--- config.mk ---
export PLATFORM = sky130hd
export DESIGN_NAME = max1000_top
export DESIGN_NICKNAME = d
export VERILOG_FILES = /design/src/rtl/max1000_top.sv
export SDC_FILE = /design/constraint.sdc
export NUM_CORES = 1
export LEC_CHECK = 0
export CAP_MARGIN = 10
export CORE_MARGIN = 2
export CORE_UTILIZATION = 44
export CTS_CLUSTER_DIAMETER = 150
export CTS_CLUSTER_SIZE = 24
export DETAILED_ROUTE_END_ITERATION = 8
export PLACE_DENSITY = 0.82
export SYNTH_ARGS = -nofsm -noshare
export SYNTH_HDL_FRONTEND = slang
export SYNTH_SLANG_ARGS = --single-unit
export TNS_END_PERCENT = 50
--- constraint.sdc ---
create_clock -name CLK12M -period 1.58 [get_ports CLK12M]
set_clock_uncertainty 0.2 [all_clocks]
set_input_delay 0.316 -clock CLK12M [delete_from_list [all_inputs] [get_ports CLK12M]]
set_output_delay 0.316 -clock CLK12M [all_outputs]
set_load 0.1 [all_outputs]
--- src/rtl/max1000_top.sv ---
// max1000_top: MAX1000 board top. A free-running counter walks a 16-entry
// knight-rider pattern table onto the user LEDs, exposes the counter and table
// address on the diagnostic headers, and optionally echoes the FTDI UART line.
// Optional feature macro: TOP_UART_LOOPBACK_EN (2-flop synchronized RX -> TX echo).
// SHIFT selects the counter bit used as the table address LSB (0..28).
module max1000_top #(
  parameter int SHIFT = 0
) (
  input  logic        CLK12M,
  input  logic        USER_BTN,
  output logic [7:0]  LED,
  output logic [8:1]  PIO,
  inout  wire  [5:0]  BDBUS,
  output logic [14:0] D
);

  logic [31:0] cnt;
  logic [3:0]  addr;
  logic [7:0]  rom_val;
  logic        uart_tx;

  // Table address is a 4-bit window of the counter; it wraps 15 -> 0 on its own.
  assign addr = cnt[SHIFT +: 4];

  // Free-running sweep counter, wraps naturally at 32 bits.
  always_ff @(posedge CLK12M or negedge USER_BTN) begin
    if (!USER_BTN) begin
      cnt <= '0;
    end else begin
      cnt <= cnt + 32'd1;
    end
  end

  // Constant pattern table: light walks up bits 0..7, then back down 7..0.
  always_comb begin
    rom_val = 8'h00;
    case (addr)
      4'd0:  rom_val = 8'h01;
      4'd1:  rom_val = 8'h02;
      4'd2:  rom_val = 8'h04;
      4'd3:  rom_val = 8'h08;
      4'd4:  rom_val = 8'h10;
      4'd5:  rom_val = 8'h20;
      4'd6:  rom_val = 8'h40;
      4'd7:  rom_val = 8'h80;
      4'd8:  rom_val = 8'h80;
      4'd9:  rom_val = 8'h40;
      4'd10: rom_val = 8'h20;
      4'd11: rom_val = 8'h10;
      4'd12: rom_val = 8'h08;
      4'd13: rom_val = 8'h04;
      4'd14: rom_val = 8'h02;
      4'd15: rom_val = 8'h01;
      default: rom_val = 8'h00;
    endcase
  end

  // LED register samples the table entry addressed by the pre-increment count.
  always_ff @(posedge CLK12M or negedge USER_BTN) begin
    if (!USER_BTN) begin
      LED <= 8'h00;
    end else begin
      LED <= rom_val;
    end
  end

  assign D   = cnt[14:0];
  assign PIO = {4'b0000, addr};

`ifdef TOP_UART_LOOPBACK_EN
  logic rx_meta;
  logic rx_sync;

  // RX from the FTDI is asynchronous; two flops before echoing it back, idle high.
  always_ff @(posedge CLK12M or negedge USER_BTN) begin
    if (!USER_BTN) begin
      rx_meta <= 1'b1;
      rx_sync <= 1'b1;
    end else begin
      rx_meta <= BDBUS[0];
      rx_sync <= rx_meta;
    end
  end

  assign uart_tx = rx_sync;
`else
  logic unused_rx;

  assign unused_rx = BDBUS[0];
  assign uart_tx   = 1'b1;
`endif

  // BDBUS[0] is the host's TX line; it is read but never driven from here.
  assign BDBUS[1]   = uart_tx;
  assign BDBUS[5:2] = 4'bzzzz;

endmodule

==> run summary <==
Sequential Power Share = 61.3%
vias in the first global route = 777
share of cells above drive strength 1 = 41.5%
Combinational Power Share = 11.2%
initial core utilization = 46.4%
Total GRT Usage = 16.4%
DP Cell Count = 156
Leakage = 0.813 nW
largest net degree at the start of global routing = 24
Final nets = 145
area grow syn2layout = 57.2%
Cell Pwr Density = 536 nW/um^2
Syn Area/Cell = 11.0 um^2
Distinct cells, synth = 22
ant diodes = 0
CTS Hold Bufs = 0
final setup vio count = 4
Synth Cell Area = 1140 um^2
Setup crit start kind = flop
Horiz. Die Dim = 54.9 um
commonest cells after routing, fill and taps aside = buf_12 (27), dfrtp_1 (10), xnor2_1 (9), conb_1 (9), dfrtp_4 (9)
worst reg-to-reg path cell count = 4
vias per cell = 5.05
Final HPWL DP = 1540 um
Syn Inst Count = 104
# clock sinks = 23
IO buf count = 28
Seq/Total Area, Yosys = 50.5%
# DRC = 0
worst setup margin = -0.0426 ns
CP max FO = 3
Tot Pwr = 0.960 mW
Max Cap Violations = 0
drt pass-1 iters = 4
number of hold violations in the final report = 0
CP Class = flop to output pin
critical path required time = 1.06 ns
number of routed nets with antenna violations = 0
Die Footprint = 3010 um^2
Crit path buffers/inverters = 2
Die Ht = 54.9 um
endpoints left unconstrained = 1
violated checks = negative setup slack
Worst Hold Class = input pin to async pin
final worst-path cycle share = 103%
Clock Pin Slew Worst Setup and Hold Paths = 0.12 ns
fmax = 616 MHz
H-tree lvl count = 1
worst-path cell chain = buf_6, buf_12
FF-to-FF End = cnt[14]
fillcell total = 167
IO Pins = 39
crit path DAT = 1.11 ns
Slew Viols, Final = 0
Place WS = 0.0795 ns
final wirelength = 2170 um
Overflow after GRT = 0
Cell Count, Final, Fillers Out = 165
CTS tree = yes
via count = 833
clock share of power = 27.5%
WL/cell = 13.1 um
most common cell after layout, fill and taps aside = buf_12
VDD IR-drop max = 0.404 mV
core area = 2450 um^2
clock buffer depth = 2
Final Util = 73.0%
CTS root buf = clkbuf_4
R2R setup slack = 0.05 ns
YS warnings = 0
Iter 0 DRT Violations = 8
flops & latches, synth = 23
Switch Pwr = 0.270 mW
Int Pwr = 0.690 mW
CTS Buf Count = 3
CP Capture Type = output pin
Clk Latency, worst-skew pair = 0.30 ns
RePlAce Congestion = 0.782
number of cell rows = 18
first-pass GRT wire length = 3460 um
initial antenna violation count = 0
slowest cell on the critical path = dfrtp_4
CP max stage delay = 0.51 ns
unrepaired setup endpoints after global routing = yes
worst reg2reg path startpoint = cnt[1]
sw frac = 28.1%
post-route minimum period = 1.62 ns
Crit path max-delay family = flip-flops
outcome = finished with violations
-- state kept, by name (all words and copies together) (netlist names) --
register / cells
LED: 8
cnt: 15
-- cells by family after synthesis --
group | after synthesis | share of synthesized area, %
AO/OA/AOI/OAI | 7 | 4.17
XOR/XNOR | 12 | 9.22
adder cells (fa/ha/maj) | 6 | 6.59
buffers and inverters | 22 | 12.1
flip-flops | 23 | 50.5
multiplexers | 1 | 0.878
other | 2 | 0.659
AND/OR/NAND/NOR | 31 | 15.9
-- Yosys cell counts, drive strengths merged --
cell    n  area share [%]
nand4   6             3.8
conb    2            0.66
xor2    3             2.3
inv     6             2.0
o21ai   3             1.3
buf    16              10
and2    1            0.55
and4    4             3.1
ha      6             6.6
xnor2   9             6.9
nand3   5             2.2
dfrtp  23              50
nand2   7             2.3
nor2b   3             1.6
mux2i   1            0.88
nor3    2            0.88
and3    2             1.1
nor2    1            0.33
a22o    2             1.5
a21o    2             1.3
-- stage by stage --
step | area, um^2 | hold WS, ns | TNS, ns
2_1_floorplan | 1230 | -0.180 | -0.170
3_3_place_gp | 1720 | 0.299 | 0
3_5_place_dp | 1720 | 0.301 | 0
4_1_cts | 1790 | 0.161 | -0.0916
5_1_grt | 1790 | 0.164 | -0.420
6_report | 1790 | 0.147 | -0.0851
-- worst max-delay path by stage --
stage,from,end,slack (ns),cells past startpoint
finish,cnt[3],PIO[4],-0.04,2
CTS,cnt[3],PIO[4],-0.04,2
detailed placement,cnt[1],cnt[14],0.08,4
global route,cnt[3],PIO[4],-0.09,2
floorplan,cnt[1],cnt[14],-0.10,4
global placement,cnt[1],cnt[14],0.11,4
-- repair_timing --
action,CTS,global route
gates resized for setup,1,1
pin swaps,0,0
cloned,0,0
endpoints found under the setup margin,8,11
setup buffers,5,0
-- power groups by stage --
stage	Combinational [mW]	Sequential [mW]	Clock (mW)
after CTS	0.108	0.588	0.269
after detailed placement	0.108	0.600	0
after global routing	0.111	0.588	0.302
after global placement	0.108	0.600	0
final	0.107	0.588	0.264
after floorplan	0.110	0.600	0
-- routing by layer --
| layer | vias to the layer above | wire length (um) | global-route usage, % |
|---|---|---|---|
| li1 | 383 | - | - |
| met5 | - | 0 | 0 |
| met1 | 410 | 922 | 21.1 |
| met4 | 0 | 1 | 4.88 |
| met2 | 38 | 1080 | 27.6 |
| met3 | 2 | 163 | 4.03 |
-- cell type report --
| type | count | area (um^2) | share of cell area [%] |
|---|---|---|---|
| clock buffer | 4 | 26.3 | 1.47 |
| sequential | 23 | 614 | 34.3 |
| timing repair buffer | 36 | 614 | 34.3 |
| inverter | 6 | 22.5 | 1.26 |
| multi-input combinational | 66 | 477 | 26.6 |
| tap | 30 | 37.5 | 2.09 |
No activity file was read; power rests on OpenSTA's default activity.
